### src/rtl/alu_control_sequencer_pkg.sv
// Shared encodings for the ALU control sequencer: states, opcodes,
// function selects, flag bit positions and opcode classification.
package alu_control_sequencer_pkg;

    localparam logic [2:0] S_IDLE    = 3'd0;
    localparam logic [2:0] S_DECODE  = 3'd1;
    localparam logic [2:0] S_EXEC    = 3'd2;
    localparam logic [2:0] S_WB      = 3'd3;
    localparam logic [2:0] S_FLAGCHK = 3'd4;

    localparam logic [5:0] OP_CMP = 6'h10;
    localparam logic [5:0] OP_BEQ = 6'h11;
    localparam logic [5:0] OP_BNE = 6'h12;
    localparam logic [5:0] OP_BCS = 6'h13;
    localparam logic [5:0] OP_BCC = 6'h14;
    localparam logic [5:0] OP_BMI = 6'h15;
    localparam logic [5:0] OP_BVS = 6'h16;

    localparam logic [3:0] FUN_SUB  = 4'b0110;
    localparam logic [4:0] FUN_NONE = 5'b00000;

    localparam int FLAG_Z = 3;
    localparam int FLAG_C = 2;
    localparam int FLAG_N = 1;
    localparam int FLAG_O = 0;

    typedef enum logic [1:0] {
        K_ALU,
        K_CMP,
        K_BRANCH,
        K_ILLEGAL
    } op_kind_e;

    function automatic op_kind_e classify(input logic [5:0] op);
        op_kind_e k;
        if (op[5:4] == 2'b00)
            k = K_ALU;
        else if (op == OP_CMP)
            k = K_CMP;
        else if (op >= OP_BEQ && op <= OP_BVS)
            k = K_BRANCH;
        else
            k = K_ILLEGAL;
        return k;
    endfunction

endpackage

### src/rtl/alu_control_sequencer_branch.sv
// Branch condition evaluator: low opcode bits select a flag test.
module branch_cond_eval
    import alu_control_sequencer_pkg::*;
(
    input  logic [2:0] code_i,
    input  logic [3:0] flags_i,
    output logic       taken_o
);

    always_comb begin
        taken_o = 1'b0;
        unique case (1'b1)
            code_i == OP_BEQ[2:0]: taken_o = flags_i[FLAG_Z];
            code_i == OP_BNE[2:0]: taken_o = !flags_i[FLAG_Z];
            code_i == OP_BCS[2:0]: taken_o = flags_i[FLAG_C];
            code_i == OP_BCC[2:0]: taken_o = !flags_i[FLAG_C];
            code_i == OP_BMI[2:0]: taken_o = flags_i[FLAG_N];
            code_i == OP_BVS[2:0]: taken_o = flags_i[FLAG_O];
            default:               taken_o = 1'b0;
        endcase
    end

endmodule

### src/rtl/alu_control_sequencer.sv
// Multi-cycle control FSM driving ALU function select, flag write,
// register load and branch resolution for one instruction at a time.
module alu_control_sequencer
    import alu_control_sequencer_pkg::*;
#(
    parameter bit FLAGS_ON_MOVE = 1'b1
) (
    input  logic       Clock,
    input  logic       Reset,
    input  logic       Start,
    input  logic [5:0] Opcode,
    input  logic       Wide,
    input  logic [3:0] FlagsIn,
    output logic [4:0] FunSel,
    output logic       WF,
    output logic       RegLoad,
    output logic       Busy,
    output logic       Done,
    output logic       BranchTaken,
    output logic       Illegal
);

    logic [2:0] state_q, state_d;
    logic [5:0] op_q, op_d;
    logic       wide_q, wide_d;
    logic       cond_taken;
    op_kind_e   kind;

    assign kind = classify(op_q);

    branch_cond_eval u_cond (
        .code_i  (op_q[2:0]),
        .flags_i (FlagsIn),
        .taken_o (cond_taken)
    );

    always_comb begin
        state_d = state_q;
        op_d    = op_q;
        wide_d  = wide_q;
        unique case (state_q)
            S_IDLE: begin
                if (Start) begin
                    state_d = S_DECODE;
                    op_d    = Opcode;
                    wide_d  = Wide;
                end
            end
            S_DECODE: begin
                unique case (kind)
                    K_ALU, K_CMP: state_d = S_EXEC;
                    K_BRANCH:     state_d = S_FLAGCHK;
                    default:      state_d = S_IDLE;
                endcase
            end
            S_EXEC:    state_d = S_WB;
            S_WB:      state_d = S_IDLE;
            S_FLAGCHK: state_d = S_IDLE;
            default:   state_d = S_IDLE;
        endcase
    end

    always_ff @(posedge Clock) begin
        if (Reset) begin
            state_q <= S_IDLE;
            op_q    <= 6'd0;
            wide_q  <= 1'b0;
        end else begin
            state_q <= state_d;
            op_q    <= op_d;
            wide_q  <= wide_d;
        end
    end

    logic in_dec, in_exec, in_wb, in_chk, act, move_op;

    assign in_dec  = state_q == S_DECODE;
    assign in_exec = state_q == S_EXEC;
    assign in_wb   = state_q == S_WB;
    assign in_chk  = state_q == S_FLAGCHK;
    assign act     = !Reset;
    assign move_op = op_q[3:2] == 2'b00;

    // Outputs are gated by Reset so an aborted op shows nothing in the reset cycle.
    always_comb begin
        FunSel = FUN_NONE;
        if (act && (in_exec || in_wb))
            FunSel = (kind == K_CMP) ? {wide_q, FUN_SUB} : {wide_q, op_q[3:0]};
    end

    assign WF = act && in_exec &&
                (kind == K_CMP || FLAGS_ON_MOVE || !move_op);
    assign RegLoad     = act && in_wb && kind == K_ALU;
    assign Busy        = act && state_q != S_IDLE;
    assign Illegal     = act && in_dec && kind == K_ILLEGAL;
    assign Done        = act && (in_wb || in_chk || (in_dec && kind == K_ILLEGAL));
    assign BranchTaken = act && in_chk && cond_taken;

endmodule

### config.mk
export PLATFORM = sky130hd
export DESIGN_NAME = alu_control_sequencer
export DESIGN_NICKNAME = d
export VERILOG_FILES = /design/src/rtl/alu_control_sequencer_pkg.sv /design/src/rtl/alu_control_sequencer_branch.sv /design/src/rtl/alu_control_sequencer.sv
export SDC_FILE = /design/constraint.sdc
export NUM_CORES = 1
export LEC_CHECK = 0
export BUFFER_PORTS_ARGS = -buffer_cell sky130_fd_sc_hd__buf_2
export CORE_UTILIZATION = 40
export CTS_CLUSTER_SIZE = 16
export DETAILED_ROUTE_END_ITERATION = 8
export PLACE_DENSITY = 0.76
export SYNTH_ARGS = -nofsm -noshare
export SYNTH_HDL_FRONTEND = slang
export SYNTH_SLANG_ARGS = --single-unit
### constraint.sdc
create_clock -name Clock -period 1.3 [get_ports Clock]
set_input_delay 0.065 -clock Clock [delete_from_list [all_inputs] [get_ports Clock]]
set_output_delay 0.065 -clock Clock [all_outputs]
set_load 0.02 [all_outputs]
* Yosys cells after proc, flatten, opt, wreduce, memory -nomap -nowiden
Index checks and enable logic that the tools add are counted.
Widths: inputs -> output; s select.
** Storage, ports and cells
- Register bits :: 10
- Logic and storage cells :: 53
** Cells by class
- Order comparisons :: 2
- Equality and inequality tests :: 15
- Muxes and demuxes :: 9
- Reduce and logical (&&, ||, !) cells :: 24
** Operators with widths (number)
- $eq 3x2->1 const B :: 4
- $eq 3x3->1 const B :: 4
- $logic_and 1x1->1 :: 12
- $pmux 3 s3 :: 1
- $eq 3x1->1 const B :: 2
- $eq 6x5->1 const B :: 1
- $ge 6x5->1 const B :: 1
- $le 6x5->1 const B :: 1
- $pmux 1 s6 :: 1
- $pmux 3 s2 :: 1
- $mux 5 :: 1
- $eq 2x2->1 const B :: 2
- $logic_not 2->1 :: 2
- $mux 2 :: 2
- $mux 4 :: 1
- $logic_not 1->1 :: 3
- $logic_not 3->1 :: 1
- $logic_or 1x1->1 :: 3
- $mux 3 :: 1
- $reduce_bool 3->1 :: 1
- $eq 2x1->1 const B :: 1
- $ne 2x2->1 const B :: 1
- $reduce_and 2->1 :: 1
- $reduce_or 2->1 :: 1
- $mux 1 :: 1

* Logic depth before layout (Yosys ltp)
Gate-level depths: netlist (run 1).
- Depth after elaboration :: 9
- Gate-level depth with buffers :: 5
- Gate-level depth less buffers :: 3

* Modules after synthesis
Synthesis (run 1) repeated with hierarchy kept, for this count alone.
** Unflattened totals
- Cells, all modules :: 72
- Area, all modules :: 599.3 µm²
** Modules (own cells, without submodules)
- alu_control_sequencer :: instances 1, cells an instance 64, area each 538.0 µm², seq. area each 200.2 µm²
- branch_cond_eval :: instances 1, cells an instance 8, area each 61.3 µm², seq. area each 0.0 µm²

* Worst setup path before layout (run 1)
OpenSTA, ideal clock, no wires.
- Path kind :: reg2out
- Start point :: register state_q[0]
- End point :: output port BranchTaken
- Data arrival time :: 1.494 ns
- Path slack :: -0.259 ns
- Stages on the path, launching flop included :: 4
- Cell sequence :: dfxtp_1 clkbuf_1 or4b_1 nor3_1
** Between the ends
- Cells in the longest elaborated chain, start to end :: 3
** Ends and longest elaborated chain
- from (decl) :: RTL line alu_control_sequencer.sv:23 : logic [2:0] state_q, state_d;
- from (signal assigned) :: RTL line alu_control_sequencer.sv:69 : state_q <= state_d;
- $eq 3x3->1 :: RTL line alu_control_sequencer.sv:80 : assign in_chk = state_q == S_FLAGCHK;
- $logic_and 1x1->1 (2 in series) :: RTL line alu_control_sequencer.sv:97 : assign BranchTaken = act && in_chk && cond_taken;
- to (decl) :: RTL line alu_control_sequencer.sv:19 : output logic BranchTaken,
Every way passes these cells.

* Worst setup path in the final report (run 1)
- Start point :: register op_q[0]
- End point :: output port Illegal
** Between the ends
- Cells in the longest elaborated chain, start to end :: 7
- Elaborated cells between the ends (all ways) :: 9
- Classes of those cells :: 2 x order compare; 2 x eq/ne; 3 x mux; 2 x reduce/logical
** Ends and longest elaborated chain
- from (decl) :: RTL line alu_control_sequencer.sv:24 : logic [5:0] op_q, op_d;
- from (signal assigned) :: RTL line alu_control_sequencer.sv:70 : op_q <= op_d;
- $ge 6x5->1 or $le 6x5->1 (tied branches) :: RTL line alu_control_sequencer_pkg.sv:40 : else if (op >= OP_BEQ && op <= OP_BVS)
- $logic_and 1x1->1 :: RTL line alu_control_sequencer_pkg.sv:40
- $mux 1 :: RTL line alu_control_sequencer_pkg.sv:40
- $mux 2 * :: RTL line alu_control_sequencer_pkg.sv:38 : else if (op == OP_CMP)
- $mux 2 * :: RTL line alu_control_sequencer_pkg.sv:36 : if (op[5:4] == 2'b00)
- $eq 2x2->1 * :: RTL line alu_control_sequencer.sv:95 : assign Illegal = act && in_dec && kind == K_ILLEGAL;
- $logic_and 1x1->1 * :: RTL line alu_control_sequencer.sv:95
- to (decl) :: RTL line alu_control_sequencer.sv:20 : output logic Illegal
Every way passes the cells marked *; elsewhere a longest branch is shown, timed or not.

==> impl_results.md, run 1 <==
* CTS sink count at 10
* # rows at 13
* Worst Path Required at 1240 ps
* DRT antenna net count at 0
* Post-DP HPWL at 1150 um
* Violated checks: setup timing
* Residual DRC at 0
* Setup crit start kind: flop
* Core area at 1300 um^2
* Hold violation total from the final report at 0
* Final Instance Area at 1010 um^2
* Post-Synthesis Cells at 64
* First-pass GRT wire length at 2430 um
* Synth Net Count at about 80
* Number of distinct library cells after synthesis at 28
* Initial antenna violation count at 0
* Endpoint type of the worst setup path: output pin
* I/O pin cnt at 25
* Antenna diode count at 0
* WL final at 1730 um
* Fmax at 573 MHz
* Iteration-0 DRC Markers at 3
* Post-DP Area at approximately 820 um^2
* Vias in the first global route at 587
* RSZ-0062 raised after global routing: yes
* Clock tree root buffer cell: clkbuf_4
* Setup TNS at -2120 ps
* Area delta synth->final at 78.5%
* Clock-pin slew on the worst setup and hold paths at 70 ps
* CTS max path bufs at 2
* CTS Buf Count at 3
* H-tree levels at 1
* Latest clock arrival within the worst-skew pair at 270 ps
* Layout Utilization at 0.776
* Cell Area, Synth at 566 um^2
* Per-cell routed wire length at 14.4 um
* Gr usage total at 0.242
* Syn_area_per_cell at 8.84 um^2
* Die area at 1570 um^2
* Hold WS at 26.9 ps
* Leakage at ~0.47 nW
* FF+latch count, synth at 10
* Final setup viols at 7
* Final worst slack at -444 ps
* Final worst-path cycle share at 1.34
* Slew headroom at 0.737
* Crit path DAT at 1680 ps
* Nets@finish at 120
* Seq/Total Area, Yosys at 0.354
* Die Wd at 39.6 um
* Fin. max-slew vios at 0
* GP Congestion at 0.771
* Die Span Y at roughly 40 um
* Grt ovf at 0
* Vias at approximately 640
* Initial cell density of the core at 0.435
* Largest net degree at the start of global routing at 10
* Status: complete, but fails checks
* Worst hold path class: in -> reg
* VDD IR max at 825 uV
* Pwr dens at 947 nW/um^2
* Max-cap violations at 0
* Router iterations before antenna repair at 3
* Setup CP Type: reg -> out
* TritonCTS clock tree: done
* CP max FO at 2
* Worst Tran Pin Value at just under 400 ps
* Shortest period the worst path allows at 1740 ps
* Yosys warnings at 0
* Hold bufs inserted after CTS at 0
* Final Skew at 2.69 ps
* Layout cells sized above 1 at 0.657
* Port Buffers at 24
* Total power at 0.956 mW
* Via/cell ratio at 5.35
## synthesized netlist by cell type (all sizes together)
cell type,count,area share
a21o,1,0.013
inv,1,0.0066
nor3b,2,0.035
nand2,1,0.0066
or4,1,0.020
nor4,1,0.011
clkbuf,3,0.020
o311a,1,0.020
mux2i,7,0.12
o21ba,2,0.035
buf,1,0.013
nand3b,3,0.040
nor2b,2,0.022
a31o,1,0.015
o22ai,1,0.011
or4b,1,0.018
and3,3,0.035
mux2,1,0.020
nor2,11,0.073
o21ai,1,0.0088
a211oi,1,0.013
dfxtp,10,0.35
o41ai,1,0.015
nor4b,1,0.015
a21oi,3,0.027
nor3,3,0.027
## final timing paths
check                               start         end  slack [ps]  depth (start not counted)
worst min-delay path            Opcode[0]     op_q[0]          30                          3
worst min register to register     wide_q      wide_q         520                          2
worst max-delay path              op_q[0]     Illegal        -440                          5
worst max register to register    op_q[0]  state_q[2]        -270                          6
## timing repair
action | in CTS | in global routing
pin swaps | 6 | 6
setup endpoints to repair | 14 | 18
resized for setup | 19 | 14
setup buffers | 5 | 1
## area by class of cell
class | count | area, um^2
multi-input combinational | 49 | 452
sequential | 10 | 205
clock buffer | 4 | 36.3
inverter | 1 | 3.75
timing repair buffer | 41 | 294
tap | 15 | 18.8
fill | 92 | 292
## layout by cell type (no fill, tap or decap)
| master | count |
|---|---|
| buf_4 | 18 |
| a31o_1 | 1 |
| clkbuf_4 | 3 |
| mux2_2 | 1 |
| nor3_2 | 2 |
| o311a_4 | 1 |
| nor3b_1 | 1 |
| mux2i_1 | 7 |
| o22ai_2 | 1 |
| nor2_4 | 1 |
| nand3b_1 | 3 |
| buf_2 | 16 |
| and3_1 | 2 |
| a21oi_1 | 2 |
| o41ai_2 | 1 |
| nor2b_4 | 1 |
| nor4b_4 | 1 |
| o21ba_4 | 2 |
| nor3b_4 | 1 |
| buf_6 | 7 |
| a21oi_4 | 1 |
| clkbuf_8 | 1 |
| nor2_1 | 10 |
| nor3_1 | 1 |
| and3_2 | 1 |
| or4_4 | 1 |
| nor4_2 | 1 |
| a21o_1 | 1 |
| dfxtp_1 | 6 |
| a211oi_1 | 1 |
| inv_2 | 1 |
| o21ai_0 | 1 |
| nor2b_2 | 1 |
| nand2_2 | 1 |
| dfxtp_2 | 4 |
| or4b_4 | 1 |
## power by group
part	switching [mW]	total, mW	internal [mW]
sequential	0.0288	0.361	0.333
clock	0.111	0.281	0.170
combinational	0.144	0.314	0.170
total	0.284	0.956	0.673
## metrics by stage
stage,cells,setup WS (ps)
after floorplan,64,-139
after global routing,120,-489
final,120,-444
after global placement,111,-135
after detailed placement,111,-181
after CTS,120,-436
## state kept, by name, indices dropped and copies added, names as in the netlist
signal / count
op_q: 6
wide_q: 1
state_q: 3
## metal layers
metal  global-route usage  wire (um)  vias to the layer above
li1                     -          -                      318
met5                    0          0                        -
met3               0.0341         57                        2
met4                0.172         14                        0
met2                0.414        936                       16
met1                0.269        723                      306
## cell families after synthesis
group,Yosys count,synth area share
compound gates,12,0.159
buf+inv,5,0.0398
flops,10,0.354
mux,8,0.144
simple gates,29,0.303
## critical path: stages (launching register included)
cell,delay [ps]
dfxtp_2,330
or4_4,560
buf_6,150
a21oi_4,160
nor3_2,50
buf_4,160
Power figures use the tool's default switching activity.
==> inputs of run 2 (changes only) <==
--- a/config.mk
+++ b/config.mk
@@ -9,7 +9,7 @@
 export CORE_UTILIZATION = 40
 export CTS_CLUSTER_SIZE = 16
 export DETAILED_ROUTE_END_ITERATION = 8
-export PLACE_DENSITY = 0.76
+export PLACE_DENSITY = 0.69
 export SYNTH_ARGS = -nofsm -noshare
 export SYNTH_HDL_FRONTEND = slang
 export SYNTH_SLANG_ARGS = --single-unit
==> run 2 against run 1 <==
  * The flow still finishes with violations (setup timing)
  * Setup slack better by 46 ps
  * Clock skew shrank 1.5 ps
  * Hold slack better by 3.5 ps
  * Cell count decreased by 0.83%
  * Power increased by 0.24%
  * Non-clock buffer count fell by 1
  * Sequential share of layout area fell by 0.71 points
  * Wire length grew 7.7%
  * Combinational power increased by 2%
  * Largest cell class unchanged
==> impl_results.md, run 2 (synthesis gave the netlist of run 1 again) <==
* Grt ovf at 0
* GP Congestion at 0.813
* Max-cap violations at 0
* Area delta synth->final at 83.9%
* Vias in the first global route at between 500 and 600
* Slew headroom at 0.728
* Router iterations before antenna repair at 4
* Worst hold path class: in -> reg
* Switching pwr at 0.288 mW
* Setup CP Type: reg -> out
* Switching part of the total at 0.300
* Setup crit start kind: flop
* VDD IR max at 664 uV
* CTS sink count at 10
* Core area at between 1000 and 1500 um^2
* Worst slack, placed at -147 ps
* Pwr dens at 922 nW/um^2
* Number of flip-flops in the largest register at 6
* Final setup viols at 14
* WL final at between 1500 and 2000 um
* R2r setup slk at -110 ps
* Top flop regs: op_q (6), state_q (3), wide_q (1)
* CTS Buf Count at 3
* Final worst-path cycle share at 1.31
* First-pass GRT wire length at 2500 um
* Residual DRC at 0
* Shortest period the worst path allows at around 1700 ps
* Critical Path Max Stage Delay at 560 ps
* Clock tree root buffer cell: clkbuf_4
* Post-DP HPWL at about 1100 um
* Hold violation total from the final report at 0
* Most common cell after layout, fill and taps aside: buf_2
* Final Skew at 1.22 ps
* Endpoint type of the worst setup path: output pin
* Placed cells at 109
* Hold WS at 30.4 ps
* Leakage at between 0.4 and 0.5 nW
* Port Buffers at 24
* Leading cell types in the layout, fill and taps excluded: buf_2 (16), buf_6 (14), buf_4 (10)
* Reg with most FFs: op_q
* CP max FO at 2
* Crit path DAT at 1630 ps
* Antenna diode count at 0
* Die Span Y at 39.6 um
* Largest net degree at the start of global routing at 11
* Initial antenna violation count at 0
* FILL cells at 95
* Non-Filler Instances at 119
* Clock Power Share at 0.291
* Pint at 0.671 mW
* I/O pin cnt at 25
* TritonCTS clock tree: done
* Via/cell ratio at 5.49
* Slowest cell on the critical path: or4_4
* Buffer and inverter count on the worst path at 2
* Setup TNS at -2170 ps
* Gr usage total at 0.242
* Die area at 1570 um^2
* Initial cell density of the core at 0.435
* H-tree levels at 1
* Die Wd at 39.6 um
* Flop pwr share at 0.374
* Final worst slack at -398 ps
* Layout cells sized above 1 at 0.635
* DRT antenna net count at 0
* Worst Path Required at 1240 ps
* Clock-pin slew on the worst setup and hold paths at about 70 ps
* CTS max path bufs at 2
* Combinational Power Share at 0.335
* Fin. max-slew vios at 0
* Worst Tran Pin Value at 408 ps
* Nets@finish at 119
* Fmax at 589 MHz
* CP cell instances: or4_4 > buf_6 > a21oi_4 > nor3_1 > buf_2
* Latest clock arrival within the worst-skew pair at 260 ps
* Per-cell routed wire length at between 15 and 20 um
* # rows at 13
* CP top delay family: simple AND/OR/NAND/NOR gates
* RSZ-0062 raised after global routing: yes
* Vias at 653
* Status: complete, but fails checks
* Iteration-0 DRC Markers at 7
* Violated checks: setup timing
run 2: cell count changes in the layout (fill, tap and decap cells not counted), sizes merged:
cell  delta
buf      -1
run 2: power groups by stage:
stage | combinational, mW | clock, mW | sequential, mW
global placement | 0.229 | 0 | 0.358
global route | 0.342 | 0.291 | 0.361
floorplan | 0.148 | 0 | 0.361
finish | 0.321 | 0.279 | 0.358
CTS | 0.291 | 0.283 | 0.355
detailed placement | 0.232 | 0 | 0.360
run 2: final cells by class:
class                   instances  area, um^2  area share
multi-input cells              49         464       0.446
inverters                       1        3.75     0.00361
well taps                      15        18.8      0.0181
flip-flops and latches         10         204       0.196
repair buffers                 40         313       0.301
clock buffers                   4        36.3      0.0349
run 2: metal layers:
layer / wire (um) / GRT usage / vias up
li1: - / - / 318
met1: 839 / 0.301 / 310
met2: 935 / 0.402 / 21
met3: 72 / 0.0227 / 4
met4: 17 / 0.138 / 0
met5: 0 / 0 / -
run 2: final timing paths:
| check | startpoint | end | cells past startpoint |
|---|---|---|---|
| max | op_q[2] | Illegal | 5 |
| min | Opcode[4] | op_q[4] | 3 |
| max reg2reg | op_q[2] | state_q[2] | 5 |
| min reg2reg | wide_q | wide_q | 2 |
run 2: stage by stage:
stage	utilization	total power [mW]	cell area [um^2]
5_1_grt	0.799	0.993	1040
2_1_floorplan	-	0.509	604
4_1_cts	0.765	0.930	996
6_report	0.799	0.959	1040
3_3_place_gp	0.619	0.587	806
3_5_place_dp	0.619	0.593	806
run 2: repair_timing:
item,in CTS,in global routing
pin swaps,12,6
gates cloned,0,0
resized for setup,30,11
endpoints found under the setup margin,16,19
hold buffers,0,0
buffers inserted,5,3
run 2: worst register-to-register path, delay by kind of cell, from the launching register on:
kind                   cells  cell delay, ps
AND/OR/NAND/NOR            2             610
flip-flops                 1             310
buffers and inverters      2             260
AO/OA/AOI/OAI              1             130
==> inputs of run 3 (changes only) <==
--- a/config.mk
+++ b/config.mk
@@ -9,7 +9,7 @@
 export CORE_UTILIZATION = 40
 export CTS_CLUSTER_SIZE = 16
 export DETAILED_ROUTE_END_ITERATION = 8
-export PLACE_DENSITY = 0.69
+export PLACE_DENSITY_LB_ADDON = 0.3
 export SYNTH_ARGS = -nofsm -noshare
 export SYNTH_HDL_FRONTEND = slang
 export SYNTH_SLANG_ARGS = --single-unit
==> run 3 against run 2 <==
  * The run still ends with setup timing left
  * Global-route usage is 1.3 points lower
  * Non-clock buffer count decreased by 1
  * Clock skew is essentially flat
  * First-iteration DRC count is 57% lower
  * Fmax down 1.7%
  * Register-to-register slack gained 100 ps
  * Sequential share of layout area is 0.91 points higher
  * Sequential power about the same
==> impl_results.md, run 3 (synthesis gave the netlist of run 1 again) <==
* Fin. max-slew vios at 0
* Reg-to-Reg End: op_q[2]
* Layout cells sized above 1 at 0.631
* Clock-pin slew on the worst setup and hold paths at approximately 70 ps
* GP Congestion at 0.788
* Most common cell after layout, fill and taps aside: buf_2
* # rows at 13
* Hold violation total from the final report at 0
* Vias in the first global route at 540
* Slowest cell on the critical path: or4_4
* WP depth at 4
* Setup TNS at -1840 ps
* WL final at 1690 um
* H-tree levels at 1
* Leading cell types in the layout, fill and taps excluded: buf_2 (16), buf_4 (12), buf_6 (11)
* Non-Filler Instances at 118
* Slew headroom at 0.753
* Largest net degree at the start of global routing at 11
* Critical path capture point: FunSel[2]
* Combinational Power Share at 0.310
* Nets@finish at 118
* Area delta synth->final at 75.7%
* Top Usage Layer GRT: met2
* Pint at roughly 0.65 mW
* VDD IR max at 862 uV
* Clock Power Share at 0.303
* Met2 usage in global routing at 0.398
* Switching part of the total at 0.296
* Iteration-0 DRC Markers at 3
* Max-cap violations at 0
* Endpoint type of the worst setup path: output pin
* Post-DP HPWL at 1110 um
* CP cell instances: or4_4 > nor3b_4 > o21ba_4 > buf_6
* Final worst-path cycle share at 1.33
* Pwr dens at 930 nW/um^2
* Fmax at 579 MHz
* CP max FO at 3
* Vias at 656
* Final worst slack at -427 ps
* Setup CP Type: reg -> out
* Residual DRC at 0
* Flop pwr share at 0.387
* Placed cells at 109
* CTS Buf Count at 3
* Via/cell ratio at ~5.6
* Worst slack, placed at -157 ps
* Die area at around 1600 um^2
* RSZ-0062 raised after global routing: yes
* Core area at 1300 um^2
* Hold bufs inserted after CTS at 0
* Buffer and inverter count on the worst path at 1
* Router iterations before antenna repair at 4
* Hold WS at 31.9 ps
* CTS sink count at 10
* Leakage at 0.464 nW
* R2r setup slk at -10 ps
* Worst Tran Pin Value at 370 ps
* Worst hold path class: in -> reg
* Shortest period the worst path allows at approximately 1700 ps
* Final Skew at between 0.9 and 1 ps
* Critical Path Max Stage Delay at 580 ps
* Crit path DAT at 1660 ps
* Met1 usage at 0.270
* Switching pwr at 0.274 mW
* Grt ovf at 0
* TritonCTS clock tree: done
* Number of flip-flops in the largest register at 6
* Per-cell routed wire length at 14.3 um
* DRT antenna net count at 0
* First-pass GRT wire length at 2350 um
* I/O pin cnt at 25
* CP top delay family: simple AND/OR/NAND/NOR gates
* Reg with most FFs: op_q
* Setup crit start kind: flop
* CTS max path bufs at 2
* Initial cell density of the core at 0.435
* Clock tree root buffer cell: clkbuf_4
* Antenna diode count at 0
* Die Span Y at 39.6 um
* Die Wd at 39.6 um
* Port Buffers at 24
* Initial antenna violation count at 0
* Worst reg-to-reg path cell count at 6
* M3 GR Usage at 0.0227
* Status: complete, but fails checks
* Worst Path Required at roughly 1200 ps
* Worst R2R Start: state_q[2]
* Latest clock arrival within the worst-skew pair at 260 ps
* Final setup viols at 12
* Violated checks: setup timing
* Gr usage total at 0.230
* Top flop regs: op_q (6), state_q (3), wide_q (1)
* Critical path startpoint: op_q[3]
run 3: final cells by class:
cell class              instances  area [um^2]
inverters                       1         3.75
multi-input cells              49          437
fillers                        95          308
flip-flops and latches         10          204
well taps                      15         18.8
repair buffers                 39          294
clock buffers                   4         36.3
run 3: tightest hold or removal path: stages:
cell,delay [ps]
buf_2,70
mux2i_1,50
nor2_1,70
run 3: timing repair:
action | 4_1_cts | 5_1_grt
resized for setup | 27 | 7
setup endpoints to repair | 17 | 19
pin swaps | 9 | 4
setup buffers | 4 | 2
cloned | 0 | 0
run 3: stage by stage:
| stage | power, mW | util | instance area (um^2) |
|---|---|---|---|
| 4_1_cts | 0.906 | 0.738 | 960 |
| 3_5_place_dp | 0.593 | 0.619 | 806 |
| 3_3_place_gp | 0.586 | 0.619 | 806 |
| 5_1_grt | 0.958 | 0.763 | 993 |
| 2_1_floorplan | 0.509 | - | 604 |
| 6_report | 0.924 | 0.763 | 993 |
run 3: worst min-delay path by stage:
stage               from       to  slack (ps)  depth (start not counted)
2_1_floorplan       Wide   wide_q         210                          2
3_3_place_gp   Opcode[5]  op_q[5]         300                          3
3_5_place_dp   Opcode[4]  op_q[4]         310                          3
4_1_cts        Opcode[4]  op_q[4]          30                          3
5_1_grt        Opcode[4]  op_q[4]          40                          3
6_report       Opcode[5]  op_q[5]          30                          3
run 3: power groups by stage:
stage	clock network (mW)	registers, mW	logic [mW]
2_1_floorplan	0	0.361	0.148
3_3_place_gp	0	0.357	0.229
3_5_place_dp	0	0.359	0.234
4_1_cts	0.286	0.354	0.266
5_1_grt	0.296	0.359	0.302
6_report	0.280	0.358	0.286
run 3: routing by layer:
layer	part of all wire	routed length, um	vias up
met2	0.51	858	22
met3	0.044	74	4
met5	0	0	-
met1	0.44	736	315
met4	0.011	19	0
li1	-	-	315
